$ cat src/rtl/store_pkg.sv
// Shared opcodes, byte-enable patterns and the buffered store entry format
// for the store alignment buffer.
package store_pkg;

   localparam logic [1:0] ST_OP_SW  = 2'b00;
   localparam logic [1:0] ST_OP_SB  = 2'b01;
   localparam logic [1:0] ST_OP_SH  = 2'b10;
   localparam logic [1:0] ST_OP_RSV = 2'b11;

   localparam logic [3:0] BE_WORD = 4'b1111;
   localparam logic [3:0] BE_LO   = 4'b0011;
   localparam logic [3:0] BE_HI   = 4'b1100;

   // One queued memory write: word address, lane enables, lane-aligned data
   typedef struct packed {
      logic [29:0] addr;
      logic [3:0]  be;
      logic [31:0] wdata;
   } st_entry_t;

endpackage

$ cat src/rtl/store_lane_gen.sv
// Combinational lane placement: turns a store op, the low address bits and
// the rt value into byte enables and replicated write data. Also flags
// misaligned sw/sh so the top level can either ignore it (low bits masked)
// or raise an address-error exception.
module store_lane_gen
   import store_pkg::*;
(
   input  logic [1:0]  op,
   input  logic [1:0]  addr_lo,
   input  logic [31:0] data,
   output logic [3:0]  be,
   output logic [31:0] wdata,
   output logic        misalign
);

   logic [3:0] sb_be;

   // One-hot byte lane select for sb, one comparator per lane
   generate
      for (genvar gi = 0; gi < 4; gi++) begin : g_sb_lane
         assign sb_be[gi] = (addr_lo == 2'(gi));
      end
   endgenerate

   // Decode op into enables/data; halfword lane uses addr[1] only, so addr[0] is masked
   always_comb begin
      be       = 4'b0000;
      wdata    = 32'h0;
      misalign = 1'b0;
      case (op)
         ST_OP_SW: begin
            be       = BE_WORD;
            wdata    = data;
            misalign = (addr_lo != 2'b00);
         end
         ST_OP_SB: begin
            be    = sb_be;
            wdata = {4{data[7:0]}};
         end
         ST_OP_SH: begin
            be       = addr_lo[1] ? BE_HI : BE_LO;
            wdata    = {2{data[15:0]}};
            misalign = addr_lo[0];
         end
         default: begin
            be       = 4'b0000;
            wdata    = 32'h0;
            misalign = 1'b0;
         end
      endcase
   end

endmodule

$ cat src/rtl/store_align_buf.sv
// Store alignment buffer: lane-aligns sw/sh/sb requests and queues them in
// a small FIFO that drains to data memory over valid/ready.
// Optional build macro STORE_ALIGN_EXC_EN: misaligned sw/sh are dropped and
// reported on the registered st_adel pulse instead of being masked.
module store_align_buf
   import store_pkg::*;
#(
   parameter int DEPTH = 4,
   parameter int PTR_W = 2
)
(
   input  logic              clk,
   input  logic              reset,
   input  logic              st_valid,
   output logic              st_ready,
   input  logic [1:0]        st_op,
   input  logic [31:0]       st_addr,
   input  logic [31:0]       st_data,
   output logic              mem_valid,
   input  logic              mem_ready,
   output logic [31:0]       mem_addr,
   output logic [3:0]        mem_be,
   output logic [31:0]       mem_wdata,
   output logic              buf_empty,
   output logic [PTR_W:0]    buf_count
`ifdef STORE_ALIGN_EXC_EN
   ,
   output logic              st_adel
`endif
);

   localparam logic [PTR_W:0] FULL_CNT = (PTR_W+1)'(DEPTH);

   st_entry_t          fifo_q [DEPTH];
   logic [PTR_W-1:0]   wr_ptr_q, wr_ptr_d;
   logic [PTR_W-1:0]   rd_ptr_q, rd_ptr_d;
   logic [PTR_W:0]     count_q, count_d;

   logic               push_acc;
   logic               push_en;
   logic               pop_en;
   logic [3:0]         lane_be;
   logic [31:0]        lane_wdata;
   logic               lane_misalign;
   st_entry_t          new_entry;
   st_entry_t          head_entry;

   store_lane_gen u_lane_gen (
      .op       (st_op),
      .addr_lo  (st_addr[1:0]),
      .data     (st_data),
      .be       (lane_be),
      .wdata    (lane_wdata),
      .misalign (lane_misalign)
   );

   // st_ready depends only on registered occupancy, never on mem_ready
   assign st_ready  = (count_q != FULL_CNT);
   assign mem_valid = (count_q != '0);
   assign push_acc  = st_valid && st_ready;
   assign pop_en    = mem_valid && mem_ready;

`ifdef STORE_ALIGN_EXC_EN
   logic adel_q, adel_d;

   assign push_en = push_acc && (st_op != ST_OP_RSV) && !lane_misalign;
   assign adel_d  = push_acc && lane_misalign;
   assign st_adel = adel_q;

   // Address-error pulse, one cycle after the offending store is accepted
   always_ff @(posedge clk) begin
      if (reset) adel_q <= 1'b0;
      else       adel_q <= adel_d;
   end
`else
   logic unused_misalign;

   assign unused_misalign = lane_misalign;
   assign push_en         = push_acc && (st_op != ST_OP_RSV);
`endif

   // Assemble the entry to be written and read the head entry
   always_comb begin
      new_entry.addr  = st_addr[31:2];
      new_entry.be    = lane_be;
      new_entry.wdata = lane_wdata;
      head_entry      = fifo_q[rd_ptr_q];
   end

   // Memory-side outputs read zero while nothing is buffered
   always_comb begin
      mem_addr  = 32'h0;
      mem_be    = 4'b0000;
      mem_wdata = 32'h0;
      if (mem_valid) begin
         mem_addr  = {head_entry.addr, 2'b00};
         mem_be    = head_entry.be;
         mem_wdata = head_entry.wdata;
      end
   end

   assign buf_empty = !mem_valid;
   assign buf_count = count_q;

   // Next-state pointers and occupancy; pointers wrap naturally at DEPTH
   always_comb begin
      wr_ptr_d = wr_ptr_q;
      rd_ptr_d = rd_ptr_q;
      count_d  = count_q;
      if (push_en) wr_ptr_d = wr_ptr_q + PTR_W'(1);
      if (pop_en)  rd_ptr_d = rd_ptr_q + PTR_W'(1);
      case ({push_en, pop_en})
         2'b10:   count_d = count_q + (PTR_W+1)'(1);
         2'b01:   count_d = count_q - (PTR_W+1)'(1);
         default: count_d = count_q;
      endcase
   end

   // Pointer and occupancy registers; reset discards all pending entries
   always_ff @(posedge clk) begin
      if (reset) begin
         wr_ptr_q <= '0;
         rd_ptr_q <= '0;
         count_q  <= '0;
      end else begin
         wr_ptr_q <= wr_ptr_d;
         rd_ptr_q <= rd_ptr_d;
         count_q  <= count_d;
      end
   end

   // Entry storage; contents need no reset because outputs are gated by occupancy
   always_ff @(posedge clk) begin
      if (push_en) fifo_q[wr_ptr_q] <= new_entry;
   end

endmodule

$ cat config.mk
export PLATFORM = sky130hd
export DESIGN_NAME = store_align_buf
export DESIGN_NICKNAME = d
export VERILOG_FILES = /design/src/rtl/store_pkg.sv /design/src/rtl/store_lane_gen.sv /design/src/rtl/store_align_buf.sv
export SDC_FILE = /design/constraint.sdc
export NUM_CORES = 1
export LEC_CHECK = 0
export BUFFER_PORTS_ARGS = -buffer_cell sky130_fd_sc_hd__buf_2
export CELL_PAD_IN_SITES_DETAIL_PLACEMENT = 0
export CELL_PAD_IN_SITES_GLOBAL_PLACEMENT = 1
export CORE_ASPECT_RATIO = 0.75
export CORE_MARGIN = 2
export CORE_UTILIZATION = 53
export DETAILED_ROUTE_END_ITERATION = 12
export MAX_ROUTING_LAYER = met4
export PLACE_DENSITY = 0.95
export SLEW_MARGIN = 25
export SYNTH_ARGS = -nofsm -noshare
export SYNTH_HDL_FRONTEND = slang
export SYNTH_HIERARCHICAL = 1
export SYNTH_SLANG_ARGS = --single-unit
$ cat constraint.sdc
create_clock -name clk -period 7.3 [get_ports clk]
set_input_delay 1.095 -clock clk [delete_from_list [all_inputs] [get_ports clk]]
set_output_delay 1.095 -clock clk [all_outputs]
set_load 0.005 [all_outputs]
* Yosys cells after proc, flatten, opt, wreduce, memory -nomap -nowiden
Memories as Yosys holds them, arrays and structs flattened. A register that Yosys moved wholly into a read port is not among the register bits.
Index checks and enable logic that the tools add are counted.
** Storage, ports and cells
- Register bits :: 7
- Memory bits (writable) :: 264
- Bits of input ports :: 70
- Memories kept :: 1
** Cells by class
- $add $sub $neg :: 4
- Equal/unequal tests :: 9
- Multiplexer cells :: 11
- Reduce and logical (&&, ||, !) cells :: 8
** Memory list
- fifo_q :: depth 4, bits a word 66, read ports 1, clocked after Yosys merged registers in 1, write ports 1, RTL line store_align_buf.sv:34 : st_entry_t fifo_q [DEPTH];
** Operators by type and width (count)
- one-hot mux 32 bit (3 select lines) :: 1
- two-way mux 32 bit :: 2
- one-hot mux 4 bit (3 select lines) :: 1
- equality test 2 bit (second input constant) :: 4
- two-way mux 4 bit :: 2
- equality test 2 x 1 -> 1 bit (second input constant) :: 3
- one-hot mux 3 bit (2 select lines) :: 1
- adder 2 x 1 -> 2 bit (second input constant) :: 2
- logical NOT 2 bit :: 2
- two-way mux 2 bit :: 2
- adder 3 x 1 -> 3 bit (second input constant) :: 1
- logical AND 1 bit :: 3
- != test 3 bit (second input constant) :: 1
- nonzero test 3 bit :: 1
- subtractor 3 x 1 -> 3 bit (second input constant) :: 1
- two-way mux 1 bit :: 2
- != test 2 bit (second input constant) :: 1
- nonzero test 2 bit :: 1
- logical NOT 1 bit :: 1

* Depth between registers and ports, before layout
- Depth in word-level cells :: 5
- Depth in mapped cells :: 9

* Modules after synthesis
Netlist, hierarchy kept.
** By module, submodules not included
- store_align_buf :: instances 1, cells an instance 478, area an instance 10470.0 um^2
- store_lane_gen :: instances 1, cells an instance 82, area an instance 545.5 um^2

* Worst setup path before layout
No wires, ideal clock.
- Kind :: input to register
- Start point :: input port st_op[0]
- End point :: memory fifo_q[0][0] (netlist bit), enable pin
- Setup time :: 0.431 ns
- Arrival :: 3.134 ns
- Required time :: 6.869 ns
- Slack :: 3.735 ns
- Stages on the path :: 2
- Buffers on the path :: 0
- Path through :: a221oi_2 -> and2_1
** Between the ends
- Word-level cells in the longest chain between the ends :: 4
** Ends and longest elaborated chain
- from (decl) :: RTL line store_align_buf.sv:16 : input logic [1:0] st_op,
- != test 2 bit :: RTL line store_align_buf.sv:79 : assign push_en = push_acc && (st_op != ST_OP_RSV);
- logical AND 1 bit :: RTL line store_align_buf.sv:79
- two-way mux 1 bit :: RTL line store_align_buf.sv:134 : if (push_en) fifo_q[wr_ptr_q] <= new_entry;
- two-way mux 1 bit (implied by the code) :: RTL line store_align_buf.sv:134
- to (decl) :: RTL line store_align_buf.sv:34
Every way passes these cells.

==> flow_summary.ini <==
[worst_setup_path]
cp-end-kind = primary output
reg2regPathDepth = 8
endpoint = mem_wdata[9]
arrival_ps = 2680
start_kind = flip-flop
rr_startpoint = buf_count[2]
r2r_end = buf_count[2]
slowest_stage = mux4_2
cp.required_ps = 6200
cp_max_fo = 49
worstPathCellList = buf_6, mux4_2, and2_1, buf_2
path_class = reg2out
timing.reg2reg.setup_slack_ps = 4620
critical-path-max-stage-delay_ps = 600

[sta]
timing_hold_violations_final = 0
slew_headroom_pct = 33.7
setup_ws_ps = 3520
setup_tns_ps = 0
fin_crit_ps = 3780
tightestPinTransition_ps = 995
finalSetupViolations = 0
fmax_ghz = 0.265
holdWs_ps = 511
rsz0062_at_grt = no
skew_ps = 15.0
final.period_utilization_pct = 51.7
maxSlewViolCount = 0

[layout]
n_fill_cell = 1408
nets = 775
stdcell_area_um2 = 12700
layoutNonFillerInstCount = 998
drive_gt1_share_pct = 35.2
area_delta_synth_final_pct = 15.3
fin_util_pct = 62.5

[grt]
antenna_found_initial = 1
grt_first_pass_wirelength_um = 32000
track_usage_pct = 20.2
grt_max_degree = 71
grt-ovfl-total = 0
grt_pass1_vias = 5730

[cts]
clk_root_buffer_cell = clkbuf_16
post-cts-setup-buffers = 0
tritoncts = done
cts_hold_buf = 0
h-tree-depth = 1
clkLatencyLatePin_ps = 520
clkTransAtPathRegs_ps = 60
cts_buffers = 25
cts_resized = 0
cts.path.max_buffers = 3
clock_sinks = 273

[routing]
vias = 5576
viasPerCell = 5.59
drtPass1Iterations = 5
wire_per_inst_um = 21.3
drt-total-wl_um = 21300
drt_iter0_drc = 483
drtAntennaViolNets = 0
drc_errors = 0

[floorplan]
initial_core_util_pct = 54.2
dieHeight_um = 129
rows = 45
die-area_um2 = 22000
die_w_um = 170
ios = 144
core_area_um2 = 20300

[run]
max_cap_violations = 0

[power]
finalPower_mw = 4.25
powerDensity_nw_per_um2 = 335
power.switching_mw = 1.14
power_frac_comb_pct = 25.7
p_sw_share_pct = 26.9
pwr-share-seq_pct = 45.4
ir_drop_mv = 0.186
power.internal_mw = 3.11
p_clk_share_pct = 28.9
leakage_nw = 4.44

[synth]
netlist_area_um2 = 11000
synth_area_per_cell_um2 = 19.7
syn_inst = 559
yosysWarnings = 6

[place]
dp_hpwl_um = 12700
dpl-instance-area_um2 = 11900
portBuffers = 141
dp.cells = 952
pre_cts_slack_ps = 3740
place_congestion = 0.803

[status]
status = finished, final reports clean

[min_path]
hold_path_class = reg2reg
hold_depth = 2
[flip-flops by register name, indices dropped and copies added, names as in the netlist, named ones only]
| register | cells |
|---|---|
| fifo_q | 264 |
| buf_count | 3 |
| rd_ptr_q | 2 |
| wr_ptr_q | 2 |
[power by group through the flow]
stage | Combinational [mW] | Clock [mW] | Sequential (mW)
CTS | 1.11 | 1.25 | 1.94
detailed placement | 1.11 | 0 | 1.97
global route | 1.20 | 1.30 | 1.95
global placement | 1.09 | 0 | 1.96
finish | 1.09 | 1.23 | 1.93
floorplan | 0.753 | 0 | 1.92
[critical path: cells and delay by family (launching register included)]
kind / cells / cell delay (ps)
buffers and inverters: 2 / 720
multiplexers: 1 / 600
flip-flops: 1 / 570
AND/OR/NAND/NOR: 1 / 180
[cells in the final DEF, fill, tap and decap left out, types with 3 or more instances in the layout]
cell	n
a21oi_1	4
and2_1	75
and2_4	4
buf_2	141
clkbuf_1	6
clkbuf_16	25
clkinv_1	6
clkinv_2	3
dfxtp_1	7
edfxtp_1	264
ha_1	5
inv_1	17
mux2i_1	17
mux4_2	66
nand2_1	3
nand2b_1	4
nand3b_1	8
nor2_1	8
o21ai_0	18
o21ai_1	8
[final cells by class]
| type | instances | area (um2) | share of cell area, % |
|---|---|---|---|
| timing repair buffer | 144 | 757 | 5.96 |
| multi-input combinational | 238 | 2650 | 20.9 |
| inverter | 17 | 63.8 | 0.503 |
| clock inverter | 12 | 106 | 0.838 |
| antenna | 1 | 2.50 | 0.0197 |
| clock buffer | 31 | 648 | 5.10 |
| sequential | 273 | 8120 | 63.9 |
| tap | 282 | 353 | 2.78 |
[worst min-delay path by stage]
stage	startpoint	endpoint	slack (ps)
after floorplan	rd_ptr_q[1]	flip-flop	460
after global placement	rd_ptr_q[1]	flip-flop	460
after detailed placement	rd_ptr_q[1]	flip-flop	510
after CTS	rd_ptr_q[1]	flip-flop	520
after global routing	rd_ptr_q[1]	flip-flop	540
final	rd_ptr_q[1]	flip-flop	510
[per-layer routing]
layer,part of all wire [%],GRT usage (%),vias to the layer above,wire (um)
met1,42,26.6,2857,9000
met3,6.4,3.69,31,1360
li1,-,-,2481,-
met4,1.8,4.73,0,378
met5,0,-,-,0
met2,50,33.3,207,10500
(Power assumes the default switching activity.)
